$ cat src/rtl/m_ram_arb2.sv
// m_ram_arb2: two-master arbiter in front of one single-port RAM slave.
// The grant is registered, and the grant state is also the one-hot GNT_O value.
// A master keeps the grant while it holds CYC. A burst limiter hands the RAM to
// a waiting master on an ACK edge, so a transfer is never split.
// The slave's ACK timing reaches the granted master unchanged. ACK is masked by
// the grant and by reset, so a stale read ACK is dropped.
module m_ram_arb2 #(
    parameter int ADRW     = 17,
    parameter int MAXBURST = 8,
    parameter bit M0_FIRST = 1'b1
) (
    input  logic            CLK_I,
    input  logic            RST_I,
    input  logic            M0_CYC_I,
    input  logic            M0_STB_I,
    input  logic            M0_WE_I,
    input  logic [3:0]      M0_SEL_I,
    input  logic [ADRW-1:0] M0_ADR_I,
    input  logic [31:0]     M0_DAT_I,
    output logic            M0_ACK_O,
    input  logic            M1_CYC_I,
    input  logic            M1_STB_I,
    input  logic            M1_WE_I,
    input  logic [3:0]      M1_SEL_I,
    input  logic [ADRW-1:0] M1_ADR_I,
    input  logic [31:0]     M1_DAT_I,
    output logic            M1_ACK_O,
    output logic [31:0]     DAT_O,
    output logic            S_STB_O,
    output logic            S_WE_O,
    output logic [3:0]      S_SEL_O,
    output logic [ADRW-1:0] S_ADR_O,
    output logic [31:0]     S_DAT_O,
    input  logic [31:0]     S_DAT_I,
    input  logic            S_ACK_I,
    output logic [1:0]      GNT_O
);

    // state | meaning
    // IDLE  | nobody owns the RAM, arbitrate on CYC
    // G0    | M0 owns the RAM
    // G1    | M1 owns the RAM
    typedef enum logic [1:0] {
        IDLE = 2'b00,
        G0   = 2'b01,
        G1   = 2'b10
    } state_t;

    localparam int BW = (MAXBURST < 1) ? 1 : $clog2(MAXBURST + 1);
    localparam logic [BW:0] MAXB = (BW + 1)'(MAXBURST);

    state_t        state_q, state_d;
    logic          lg_q;
    logic [BW-1:0] bcnt_q;
    logic [BW:0]   bcnt_inc;
    logic          burst_hit;
    logic          ack_en;

    assign bcnt_inc  = {1'b0, bcnt_q} + 1'b1;
    assign burst_hit = (MAXBURST != 0) && (bcnt_inc >= MAXB);
    assign ack_en    = S_ACK_I & ~RST_I;
    assign DAT_O     = S_DAT_I;
    assign GNT_O     = state_q;

    // Route the granted master to the slave and the slave's ACK back to it only.
    always_comb begin
        S_STB_O  = 1'b0;
        S_WE_O   = 1'b0;
        S_SEL_O  = '0;
        S_ADR_O  = '0;
        S_DAT_O  = '0;
        M0_ACK_O = 1'b0;
        M1_ACK_O = 1'b0;
        case (state_q)
            G0: begin
                S_STB_O  = M0_STB_I & M0_CYC_I & ~RST_I;
                S_WE_O   = M0_WE_I;
                S_SEL_O  = M0_SEL_I;
                S_ADR_O  = M0_ADR_I;
                S_DAT_O  = M0_DAT_I;
                M0_ACK_O = ack_en;
            end
            G1: begin
                S_STB_O  = M1_STB_I & M1_CYC_I & ~RST_I;
                S_WE_O   = M1_WE_I;
                S_SEL_O  = M1_SEL_I;
                S_ADR_O  = M1_ADR_I;
                S_DAT_O  = M1_DAT_I;
                M1_ACK_O = ack_en;
            end
            default: ;
        endcase
    end

    // Next grant: release first, then burst preemption on an ACK edge, else hold.
    always_comb begin
        state_d = state_q;
        case (state_q)
            IDLE: begin
                if (M0_CYC_I && M1_CYC_I)
                    state_d = (M0_FIRST || lg_q) ? G0 : G1;
                else if (M0_CYC_I)
                    state_d = G0;
                else if (M1_CYC_I)
                    state_d = G1;
            end
            G0: begin
                if (!M0_CYC_I && !S_ACK_I)
                    state_d = M1_CYC_I ? G1 : IDLE;
                else if (S_ACK_I && M1_CYC_I && burst_hit)
                    state_d = G1;
            end
            G1: begin
                if (!M1_CYC_I && !S_ACK_I)
                    state_d = M0_CYC_I ? G0 : IDLE;
                else if (S_ACK_I && M0_CYC_I && burst_hit)
                    state_d = G0;
            end
            default: state_d = IDLE;
        endcase
    end

    // Grant register, last-granted bit and saturating burst counter.
    always_ff @(posedge CLK_I) begin
        if (RST_I) begin
            state_q <= IDLE;
            lg_q    <= 1'b1;
            bcnt_q  <= '0;
        end else begin
            state_q <= state_d;
            if (state_d != state_q) begin
                bcnt_q <= '0;
                if (state_d != IDLE)
                    lg_q <= (state_d == G1);
            end else if ((state_q != IDLE) && S_ACK_I && (bcnt_inc <= MAXB)) begin
                bcnt_q <= bcnt_inc[BW-1:0];
            end
        end
    end

endmodule

$ cat config.mk
export PLATFORM = sky130hd
export DESIGN_NAME = m_ram_arb2
export DESIGN_NICKNAME = d
export VERILOG_FILES = /design/src/rtl/m_ram_arb2.sv
export SDC_FILE = /design/constraint.sdc
export NUM_CORES = 1
export LEC_CHECK = 0
export ABC_AREA = 1
export BUFFER_PORTS_ARGS = -buffer_cell sky130_fd_sc_hd__buf_4
export CORE_MARGIN = 10
export CORE_UTILIZATION = 30
export CTS_BUF_LIST = sky130_fd_sc_hd__clkbuf_16
export CTS_CLUSTER_SIZE = 12
export DETAILED_ROUTE_END_ITERATION = 12
export PLACE_DENSITY = 0.89
export SLEW_MARGIN = 20
export SYNTH_ARGS = -nofsm -noshare
export SYNTH_HDL_FRONTEND = slang
export SYNTH_SLANG_ARGS = --single-unit
$ cat constraint.sdc
create_clock -name CLK_I -period 2.3 [get_ports CLK_I]
set_input_delay 0.46 -clock CLK_I [delete_from_list [all_inputs] [get_ports CLK_I]]
set_output_delay 0.46 -clock CLK_I [all_outputs]
set_load 0.05 [all_outputs]
==> impl_metrics.ini, run 1 <==
[final_layout]
area_delta_synth_final_pct = 108
finalNonFillerCells = 506
final_nets = 590
insertedDiodeCount = 0
drive_above_1_share_pct = 60.6
final_cell_area_um2 = 3280

[synthesis]
netlist_area_um2 = 1580
seq_area_frac_synth_pct = 7.60
syn_nets = 452
ys_ff_latch = 6
synth_commonest_cells = nand2_1 (124), a21oi_1 (61), buf_4 (32)
synthTopCellsByArea = nand2_1 (29%), a21oi_1 (19%), buf_4 (15%)
async_reset_ff_share_pct = 0
synth_area_leader_cell = nand2_1
synth-edff-count = 0
ys_warn_count = 0
synth_cell_types = 24
syn_avg_cell_area_um2 = 5.27
syn_inst = 300
synth.most_common_cell = nand2_1
yosysTopAreaCellShare_pct = 29.5
synthFlopType = dfxtp_1

[route]
wl_met1_mm = 2.94
drc_errors = 0
vias = 2441
wl_met2_mm = 4.07
antenna_left = 0
detail_route.iter0.violations = 86
routedWlPerCell_um = 16.1
first_pass_iters = 4
top_layer = met4
vias_per_cell = 4.82
wl_mm = 8.13
wl_met3_um = 910

[die]
die-width_um = 92.6
io_pins = 238
die_h_um = 92.6
initial_utilization_pct = 30.9
die-area_um2 = 8570
num_rows = 26
coreArea_um2 = 5110

[sta]
hold_slack_ns = 0.467
fmax_mhz = 462
max_slew_margin_pct = 72.9
rsz0062_at_grt = no
timing_hold_violations_final = 0
finalWorstSetupSlack_ns = 0.134
setup_viol = 0
slew_viol_final = 0
worst_slew_pin_slew_ns = 0.406
fin_crit_sh_pct = 94.2
fin_crit_ns = 2.17
finClkSkew_ns = 0.00463

[cts]
clock_sinks = 6
cts_tree = yes
clk_path_buf_depth = 2
cts-root-buf = clkbuf_16
clk_pin_slew_ns = 0.04
hold_buffers = 0
cts_buffers = 3
h-tree-depth = 1
clock_latency_ns = 0.23

[power_and_ir_drop]
p_total_mw = 1.43
powerDensity_nw_per_um2 = 435
ir_drop_mv = 0.355
leakage_nw = 1.40

[worst_setup_path]
timing.rr.start = GNT_O[1]
critPathMaxFanout = 18
timing.rr.end = bcnt_q[3]
cp-end-kind = output port
worst_setup_path_start_kind = flip-flop
cp-startpoint = GNT_O[1]
arrival_ns = 1.71
required_ns = 1.84
rr_worst_depth = 11
crit_end = S_DAT_O[31]
r2r_slack_ns = 0.49
crit_type = flip-flop to output port

[worst_hold_path]
min_from = RST_I
worst_hold_path_type = primary input to flip-flop

[grt]
grt_antenna_before_repair = 0
grt_pass1_vias = 2577
grt_overflow = 0
track_usage_pct = 17.5
grt_max_degree = 33
grt_pass1_wl_mm = 12.7

[flow_run]
drv_cap = 0

[placed_design]
place.gp.congestion = 0.840
dp_hpwl_mm = 7.03
buffer_ports.inserted = 173
pre_cts_ws_ns = 0.178
placed_area_um2 = 3170
dpl.cell_count = 503

[status]
outcome = completed
critical path, cell delays in order, from the launching register on:
cell	delay (ns)
dfxtp_2	0.40
inv_2	0.09
ha_4	0.31
clkinv_8	0.14
buf_12	0.21
a21oi_4	0.11
buf_4	0.21
registers in the layout, indices dropped and copies added, names as in the netlist:
register  count
bcnt_q        4
GNT_O         2
power breakdown:
group / internal [mW] / switching [mW] / total [mW]
clock: 0.224 / 0.0638 / 0.287
combinational: 0.375 / 0.643 / 1.02
sequential: 0.111 / 0.0105 / 0.121
total: 0.710 / 0.717 / 1.43
per-stage QoR:
stage               util, %  TNS, ns
floorplan                 -    -1.20
global placement       62.0        0
detailed placement     62.0        0
CTS                    63.5        0
global route           64.3        0
finish                 64.3        0
cells by family (layout without fill, tap and decap cells):
group,Yosys count,in the layout,synth area share (%)
adder cells (fa/ha/maj),5,5,3.96
XOR/XNOR,2,2,1.11
buffers and inverters,65,201,23.1
flip-flops,6,6,7.60
AND/OR/NAND/NOR,159,159,43.9
AO/OA/AOI/OAI,63,63,20.3
timing repair:
item | CTS | global route
endpoints found under the hold margin | 0 | 0
setup buffers | 0 | 0
setup endpoints to repair | 41 | 52
gates resized for setup | 2 | 10
pin swaps | 0 | 1
cell type report:
class | count | area, um2
flip-flops and latches | 6 | 123
inverters | 16 | 72.6
repair buffers | 182 | 1420
multi-input cells | 229 | 1500
well taps | 70 | 87.6
clock buffers | 3 | 75.1
fillers | 425 | 1830
how the worst min path moves through the flow:
stage	end	slack [ns]	cells after the start
4_1_cts	GNT_O[1]	0.47	2
3_5_place_dp	bcnt_q[1]	0.60	4
3_3_place_gp	bcnt_q[1]	0.59	4
5_1_grt	GNT_O[0]	0.49	2
2_1_floorplan	GNT_O[0]	0.52	1
6_report	GNT_O[0]	0.47	2
routing by layer:
| layer | track usage, % | up-vias |
|---|---|---|
| met4 | 6.43 | 0 |
| met2 | 30.2 | 144 |
| met5 | 0 | - |
| met1 | 18.9 | 1068 |
| li1 | - | 1203 |
| met3 | 6.86 | 26 |
placed cells by master, fill, tap and decap left out, drive strengths merged:
cell type,synthesis,final
a21oi,61,61
a31oi,1,1
buf,41,182
clkbuf,8,3
clkinv,2,3
dfxtp,6,6
ha,5,5
inv,14,13
nand2,129,129
nand3,8,8
nand4,1,1
nor2,11,11
nor3,9,9
nor4,1,1
o21ai,1,1
xnor2,2,2
(Power assumes the default switching activity.)
==> run 2: changes to the inputs <==
- MAX_ROUTING_LAYER: unset -> met4
==> run 2 against run 1 <==
First-iteration DRC count decreased by 10%. Non-clock buffer count unchanged. Combinational power barely moved. Register-to-register slack lost 0.07 ns.
==> impl_metrics.ini, run 2 (synthesis gave the netlist of run 1 again) <==
[route]
vias_per_cell = 4.79
detail_route.iter0.violations = 77
first_pass_iters = 4
antenna_left = 0
drc_errors = 0
wl_mm = 8.17
routedWlPerCell_um = 16.1
vias = 2424

[final_layout]
finalNonFillerCells = 506
final_common_cell = buf_4
insertedDiodeCount = 0
largest_register_ffs = 4
largest-register = bcnt_q
area_delta_synth_final_pct = 108
final_cell_area_um2 = 3280
final_nets = 590
drive_above_1_share_pct = 60.1
layout_common_cells = buf_4 (175), nand2_1 (124), a21oi_2 (28)

[die]
die-area_um2 = 8570
num_rows = 26
die_h_um = 92.6
die-width_um = 92.6
initial_utilization_pct = 30.9
coreArea_um2 = 5110
io_pins = 238

[power_and_ir_drop]
switching_share_pct = 50.2
powerDensity_nw_per_um2 = 435
p_comb_share_pct = 71.4
p_int_uw = 711
ir_drop_mv = 0.356
leakage_nw = 1.40
p_clk_share_pct = 20.1
p_switching_uw = 717
seqPwrFrac_pct = 8.4

[grt]
track_usage_pct = 18.1
grt_pass1_wl_mm = 12.7
grt_antenna_before_repair = 0
grt_max_degree = 33
grt_overflow = 0
grt_pass1_vias = 2574

[worst_hold_path]
worst_hold_path_type = primary input to flip-flop
min_path_cells = 2

[placed_design]
pre_cts_ws_ns = 0.178
dp_hpwl_mm = 7.03
place.gp.congestion = 0.853
placed_area_um2 = 3170
dpl.cell_count = 503
buffer_ports.inserted = 173

[cts]
h-tree-depth = 1
cts_tree = yes
hold_buffers = 0
clk_pin_slew_ns = 0.04
clk_path_buf_depth = 2
clock_sinks = 6
cts-root-buf = clkbuf_16
clock_latency_ns = 0.23
cts_buffers = 3

[sta]
setup_viol = 0
worst_slew_pin_slew_ns = 0.407
timing_hold_violations_final = 0
rsz0062_at_grt = no
finalWorstSetupSlack_ns = 0.107
fin_crit_sh_pct = 95.4
max_slew_margin_pct = 72.8
fin_crit_ns = 2.19
slew_viol_final = 0
finClkSkew_ns = 0.00449
fmax_mhz = 456

[worst_setup_path]
crit_type = flip-flop to output port
critPathMaxFanout = 30
cp-end-kind = output port
required_ns = 1.84
worst_setup_path_start_kind = flip-flop
rr_worst_depth = 11
arrival_ns = 1.73

[flow_run]
drv_cap = 0

[status]
outcome = completed
run 2: area by class of cell:
cell class / count / area (um2)
Clock buffer: 3 / 75.1
Fill cell: 426 / 1830
Inverter: 16 / 67.6
Multi-Input combinational cell: 229 / 1500
Sequential cell: 6 / 123
Tap cell: 70 / 87.6
Timing Repair Buffer: 182 / 1430
run 2: timing repair:
item,4_1_cts,5_1_grt
endpoints found under the setup margin,41,52
cloned,0,0
resized for setup,2,7
buffers inserted,0,0
hold endpoints to repair,0,0
run 2: metrics by stage:
| stage | TNS, ns | utilization, % | hold slack, ns | total power [mW] |
|---|---|---|---|---|
| 3_5_place_dp | 0 | 62.0 | 0.604 | 1.12 |
| 3_3_place_gp | 0 | 62.0 | 0.585 | 1.11 |
| 6_report | 0 | 64.2 | 0.469 | 1.43 |
| 5_1_grt | 0 | 64.2 | 0.488 | 1.51 |
| 4_1_cts | 0 | 63.5 | 0.468 | 1.42 |
| 2_1_floorplan | -1.20 | - | 0.525 | 0.895 |
run 2: final timing paths:
check | start | to | slack, ns
worst max-delay path | GNT_O[0] | S_DAT_O[0] | 0.11
worst min-delay path | RST_I | GNT_O[0] | 0.47
worst max register to register | GNT_O[1] | bcnt_q[3] | 0.42
worst min register to register | bcnt_q[1] | bcnt_q[1] | 0.61
run 2: routing by layer:
layer  track usage [%]  share of wire [%]  vias up
met5                 -                  0        -
met4              6.30                2.5        0
met3              5.33                9.0       24
met2              30.2                 50      131
met1              20.0                 38     1072
li1                  -                  -     1197
run 2: critical path, cell delays in order, from the launching register on:
cell	delay (ns)
dfxtp_2	0.35
inv_1	0.19
ha_2	0.27
buf_8	0.21
nand2_1	0.12
a21oi_4	0.15
buf_4	0.20
run 2: power groups by stage:
stage	clock (mW)	combinational [mW]	sequential, mW
after floorplan	0	0.761	0.133
after global placement	0	0.986	0.120
after detailed placement	0	1.00	0.122
after CTS	0.292	1.01	0.121
after global routing	0.298	1.08	0.123
final	0.287	1.02	0.121
